`config.mk`:
```
export PLATFORM = sky130hd
export DESIGN_NAME = obj_scheduler
export DESIGN_NICKNAME = d
export VERILOG_FILES = /design/src/rtl/obj_scheduler.sv
export SDC_FILE = /design/constraint.sdc
export NUM_CORES = 1
export LEC_CHECK = 0
export BUFFER_PORTS_ARGS = -buffer_cell sky130_fd_sc_hd__buf_4
export CAP_MARGIN = 20
export CORE_MARGIN = 2
export CORE_UTILIZATION = 55
export CTS_CLUSTER_DIAMETER = 40
export DETAILED_ROUTE_END_ITERATION = 8
export PLACE_DENSITY = 0.8
export SYNTH_ARGS = -nofsm -noshare
export SYNTH_HDL_FRONTEND = slang
export SYNTH_SLANG_ARGS = --single-unit
```
`constraint.sdc`:
```
create_clock -name clock -period 4.8 [get_ports clock]
set_clock_uncertainty 0.15 [all_clocks]
set_input_delay 0.24 -clock clock [delete_from_list [all_inputs] [get_ports clock]]
set_output_delay 0.24 -clock clock [all_outputs]
set_load 0.05 [all_outputs]
```
`src/rtl/obj_scheduler.sv`:
```
// obj_scheduler: five-slot sprite allocator and per-frame object updater.
// Spawns take the lowest free slot; a vsync fall runs a slot-serial update.
module obj_scheduler #(
   parameter logic [10:0] SPAWN_X      = 11'd1023,
   parameter int          ANIM_DIV_LOG = 3
) (
   input  logic        clock,
   input  logic        reset_n,
   input  logic        vsync,
   input  logic        pause,
   input  logic        clear,
   input  logic [3:0]  speed,
   input  logic        spawn_req,
   input  logic [1:0]  spawn_type,
   input  logic [9:0]  spawn_vpos,
   output logic        spawn_ack,
   output logic        spawn_drop,
   output logic [25:0] obj1,
   output logic [25:0] obj2,
   output logic [25:0] obj3,
   output logic [25:0] obj4,
   output logic [25:0] obj5,
   output logic [4:0]  obj_valid,
   output logic        busy,
   output logic        frame_done
);

   typedef enum logic [2:0] {
      S_IDLE, S_UPD, S_DONE, S_SPAWN, S_GUARD
   } state_t;

   state_t                  r_state;
   state_t                  w_state_nxt;
   logic [25:0]             r_slot [5];
   logic [4:0]              r_valid;
   logic [2:0]              r_idx;
   logic [ANIM_DIV_LOG-1:0] r_anim;
   logic                    r_vsync_prev;
   logic                    r_pend;
   logic                    r_ok;
   logic                    r_ack;
   logic                    r_drop;
   logic                    r_done;
   logic                    w_fall;
   logic                    w_evt;
   logic                    w_full;
   logic                    w_retire;
   logic                    w_adv;
   logic [2:0]              w_free;
   logic [25:0]             w_cur;
   logic [25:0]             w_upd;
   logic [10:0]             w_spd;

   assign w_fall   = r_vsync_prev & ~vsync;
   assign w_evt    = w_fall | r_pend;
   assign w_full   = &r_valid;
   assign w_spd    = {7'd0, speed};
   assign w_cur    = r_slot[r_idx];
   assign w_adv    = &r_anim;
   // Retiring before subtracting keeps hpos from ever wrapping.
   assign w_retire = (speed != 4'd0) && (w_cur[20:10] <= w_spd);
   assign w_upd    = {w_cur[25:23] + {2'd0, w_adv}, w_cur[22:21],
                      w_cur[20:10] - w_spd, w_cur[9:0]};

   always_comb begin
      w_free = 3'd0;
      for (int i = 4; i >= 0; i--) begin
         if (!r_valid[i]) w_free = 3'(i);
      end
   end

   always_comb begin
      w_state_nxt = r_state;
      unique case (r_state)
         S_IDLE: begin
            if (w_evt && !pause)        w_state_nxt = S_UPD;
            else if (!w_evt && spawn_req) w_state_nxt = S_SPAWN;
         end
         S_UPD:   if (r_idx == 3'd4) w_state_nxt = S_DONE;
         S_DONE:  w_state_nxt = S_IDLE;
         S_SPAWN: w_state_nxt = S_GUARD;
         S_GUARD: w_state_nxt = S_IDLE;
         default: w_state_nxt = S_IDLE;
      endcase
      if (clear) w_state_nxt = S_IDLE;
   end

   always_ff @(posedge clock or negedge reset_n) begin
      if (!reset_n) r_state <= S_IDLE;
      else          r_state <= w_state_nxt;
   end

   always_ff @(posedge clock or negedge reset_n) begin
      if (!reset_n) begin
         for (int i = 0; i < 5; i++) r_slot[i] <= 26'd0;
         r_valid      <= 5'd0;
         r_idx        <= 3'd0;
         r_anim       <= '0;
         r_vsync_prev <= 1'b0;
         r_pend       <= 1'b0;
         r_ok         <= 1'b0;
         r_ack        <= 1'b0;
         r_drop       <= 1'b0;
         r_done       <= 1'b0;
      end else begin
         r_vsync_prev <= vsync;
         r_ack        <= 1'b0;
         r_drop       <= 1'b0;
         r_done       <= 1'b0;
         if (clear) begin
            for (int i = 0; i < 5; i++) r_slot[i] <= 26'd0;
            r_valid <= 5'd0;
            r_pend  <= 1'b0;
            r_idx   <= 3'd0;
            r_ok    <= 1'b0;
         end else begin
            // IDLE consumes any event; elsewhere one fall is remembered.
            if (r_state == S_IDLE) r_pend <= 1'b0;
            else if (w_fall)       r_pend <= 1'b1;
            unique case (r_state)
               S_IDLE: r_idx <= 3'd0;
               S_UPD: begin
                  if (r_valid[r_idx]) begin
                     if (w_retire) begin
                        r_slot[r_idx]  <= 26'd0;
                        r_valid[r_idx] <= 1'b0;
                     end else begin
                        r_slot[r_idx] <= w_upd;
                     end
                  end
                  r_idx <= r_idx + 3'd1;
               end
               S_DONE: begin
                  r_done <= 1'b1;
                  r_anim <= r_anim + 1'b1;
               end
               S_SPAWN: begin
                  r_ok <= ~w_full;
                  if (!w_full) begin
                     r_slot[w_free]  <= {3'd0, spawn_type, SPAWN_X, spawn_vpos};
                     r_valid[w_free] <= 1'b1;
                  end
               end
               S_GUARD: begin
                  r_ack  <= r_ok;
                  r_drop <= ~r_ok;
               end
               default: ;
            endcase
         end
      end
   end

   assign obj1       = r_slot[0];
   assign obj2       = r_slot[1];
   assign obj3       = r_slot[2];
   assign obj4       = r_slot[3];
   assign obj5       = r_slot[4];
   assign obj_valid  = r_valid;
   assign busy       = (r_state != S_IDLE);
   assign spawn_ack  = r_ack;
   assign spawn_drop = r_drop;
   assign frame_done = r_done;

endmodule

```
==> results summary <==
The run finished, with violations left. The checks that failed: design-rule violations. The H-tree depth reported by CTS is 4. The path class of the tightest hold or removal check is in2reg. The row count is 44. The root cell of the clock tree is clkbuf_16. The data required time of the worst path came out at 4.97 ns. Of the synthesized area, sequential elements account for 0.455. The DRC violation total after the first TritonRoute iteration is 1117.

The worst hold path begins at spawn_req. The transition time at the pin with the least slew margin came out at 1.04 ns. The TritonCTS clock tree is built.

The clock latency of the later-clocked register in the worst-skew pair came out at 0.44 ns. The first-pass GRT wire length came out at 49.1 mm. The number of register bits inferred by synthesis came out at 150. The die boundary width came out at 126 µm. The effective utilization at floorplan is 0.565. The type of origin of the critical path is a flop. The final weighted congestion in routability-driven placement is 0.997. Of the cells placed in the final design, the portion with a size suffix greater than 1 is 0.243. The worst setup path startpoint is r_idx[1]$_DFFE_PN0P_.

The residual DRC count came out at 1. The final worst-path setup slack is 0.343 ns. The length of the first detailed-routing pass in iterations is 8. Global routing finished with a remaining overflow of 0. dfrtp_1 takes more of the synthesized area than any other cell. The count of maximum capacitance violations is 0.

The via density per instance came out at 6.97. The total detailed-routing wirelength came out at 32.1 mm. The antenna violation net count after detailed routing is 0.

For this run, the top clock speed supported by timing is 0.224 GHz. TritonCTS created 17 clock buffers. The final net count came out at 1100. The maximum number of buffers from clock root to sink came out at 2.

The number of antenna violations at the first check in global routing is 0. The count of endpoints failing hold in the final timing report is 0. The number of standard cells in the final layout excluding fillers is 1262. At the worst endpoint, the arrival time is 4.63 ns. The placement-stage worst setup slack is 0.502 ns. The placeable core region is 14600 µm². The number of endpoints failing setup at the final stage came out at 0.

The remaining max-slew budget at the tightest pin is 0.302. Clock-pin slew was measured on the worst setup and hold paths at 0.06 ns. The cell area that synthesis handed to floorplanning was 8240 µm². In the synthesized netlist the dominant register cell turns out to be dfrtp_1.

The post-layout minimum cycle time came out at 4.46 ns. In this run the count of I/O pins placed on the die edge is 161. The critical path is of the reg2reg type. The sum of negative setup slack is 0 ns. Once detailed placement completed, the half-perimeter wirelength came to 22.2 mm. The post-synthesis async set-or-reset flop share came out at 1.00. When the netlist entered floorplanning its net count stood at 916.

Input and output buffers added on the ports amount to 160. The Yosys step of the flow raised 0 warnings. In the post-synthesis netlist, the biggest area contributors are dfrtp_1, o21ai_0, a22oi_1. Counting flops with a built-in enable in the synthesized netlist gives 0. The pin count of the biggest net entering global routing came out at 61.

The global-route total usage across every layer came out at 0.400. The count of cells resized by post-cts repair is 0. The power density relative to cell area is 291 nW/µm². Setup repair after global routing left no endpoint under its margin. The mean instance size in the synthesized netlist came out at 9.35 µm². The cell total after placement came out at 1216.

The worst-path maximum fanout came out at 22. The routed via count is 8794. In this run the critical register-to-register path is launched from r_idx[1]$_DFFE_PN0P_. The number of slew-limit violations in the final report was 0.

The average wire per standard cell came out at 25.5 µm. The die area came out at 16000 µm². Synthesis handed over a netlist of 882 instances. The reported leakage power came out at 4.76 nW. Measured along the y axis, the die boundary spans 126 µm. The top-area cell type share of the netlist area came out at 0.455. The number of global-route vias before repair came out at 8359. In the finished design, the share of the clock period the worst path needs comes to 0.929. The endpoint kind of the worst setup timing path is a flop. Counting every sink on the clock net gives 150. Yosys mapped the design onto 78 distinct sky130hd cell types.

The layout-stage area growth over the synthesis result is 27.6%. 0 antenna diodes ended up in the layout. The maximum vdd ir drop is 0.288 mV.
## logic make-up (layout without fill, tap and decap cells)
| group | count (synthesis) | in the layout | share of synthesized area |
|---|---|---|---|
| flops | 150 | 150 | 0.455 |
| simple gates | 246 | 246 | 0.143 |
| xor+xnor | 10 | 10 | 0.0106 |
| compound gates | 347 | 347 | 0.277 |
| mux | 43 | 43 | 0.0559 |
| fa+ha+maj | 12 | 12 | 0.0191 |
| buf+inv | 74 | 270 | 0.0389 |
## layout by cell type, fill, tap and decap left out, types with 4 or more instances in the layout
cell / n
nand3_1: 24
clkbuf_16: 17
nand2_1: 94
a32oi_1: 4
clkinv_2: 5
nor3_1: 20
a31oi_1: 10
xnor2_1: 7
mux2i_1: 31
a22o_1: 25
and3_1: 6
and3b_1: 5
dlygate4sd3_1: 14
nor4_1: 8
o21ai_1: 5
nand3b_1: 5
o32a_1: 4
mux2_2: 9
nor2b_1: 5
buf_4: 201
a211oi_1: 7
a21oi_1: 59
o22ai_1: 15
dfrtp_1: 148
inv_1: 20
o21ai_0: 111
a211o_1: 7
o211ai_1: 4
o2bb2ai_1: 5
ha_1: 11
a22oi_1: 58
nor2_1: 51
nand2b_1: 5
## per-layer routing
metal / track usage / up-vias / wire [µm]
met1: 0.552 / 4229 / 12300
li1: - / 3699 / -
met2: 0.597 / 739 / 14500
met5: 0 / - / 0
met4: 0.167 / 0 / 1280
met3: 0.113 / 127 / 4110
## stage by stage
stage	hold slack (ns)	area, µm²	util	power, mW
CTS	0.0792	10500	0.721	3.04
floorplan	-0.206	8240	-	1.53
finish	0.0812	10500	0.721	3.06
detailed placement	0.0933	9790	0.671	1.69
global placement	0.0858	9790	0.671	1.69
global route	0.142	10500	0.721	3.14
## worst paths after layout
check	endpoint	slack, ns	cells past startpoint
min in group asynchronous	obj1[16]$_DFFE_PN0P_	0.18	2
worst min register to register	spawn_drop$_DFF_PN0_	0.32	1
worst max-delay path	obj_valid[0]$_DFFE_PN0P_	0.34	14
worst max register to register	obj_valid[0]$_DFFE_PN0P_	0.34	14
max in group asynchronous	r_idx[1]$_DFFE_PN0P_	3.28	3
worst min-delay path	r_state[0]$_DFFE_PN0P_	0.08	4
## synth_stat cells (all sizes together) (4+ instances only)
master / instances
dfrtp: 150
o21ai: 116
nand2: 94
a21oi: 59
a22oi: 58
nor2: 51
mux2i: 31
clkbuf: 30
a22o: 25
nand3: 24
buf: 22
inv: 21
nor3: 21
o22ai: 15
a31oi: 13
ha: 11
mux2: 11
nor4: 8
a211o: 7
a211oi: 7
xnor2: 7
and3: 6
and3b: 5
nand2b: 5
nand3b: 5
nor2b: 5
o2bb2ai: 5
a221oi: 4
a32oi: 4
nand4: 4
o211ai: 4
o32a: 4
## critical path, stage by stage (launching register included)
cell	delay [ns]
dfrtp_2	0.60
nor2_1	0.57
nand2_1	0.15
o32ai_1	0.15
a221o_1	0.19
ha_1	0.26
a21oi_1	0.13
o21ai_0	0.17
o21ai_0	0.35
nand4_2	0.24
or3_1	0.40
buf_4	0.24
a311oi_4	0.40
nand2_1	0.09
a32o_1	0.26
## area by class of cell
cell class,instances,area [µm²]
clock buffers,18,429
clock inverters,13,155
fillers,1128,4070
inverters,22,82.6
multi-input cells,658,4190
flip-flops and latches,150,3760
well taps,184,230
repair buffers,217,1680
## flip-flops by register name, summed over array words and instances (netlist names), 3 cells and up
name,count
obj1,26
obj2,26
obj3,26
obj4,26
obj5,26
obj_valid,5
r_anim,3
r_idx,3
r_state,3
## timing repair
action | 4_1_cts | 5_1_grt
hold buffers | 14 | 0
endpoints found under the hold margin | 99 | 0
setup buffers | 0 | 0
## power breakdown
group / internal (mW) / switching (mW) / total, mW / leakage [nW]
Clock: 0.812 / 0.556 / 1.37 / 0.282
Combinational: 0.113 / 0.264 / 0.377 / 2.39
Sequential: 1.29 / 0.0285 / 1.32 / 2.08
(Power assumes the default switching activity.)
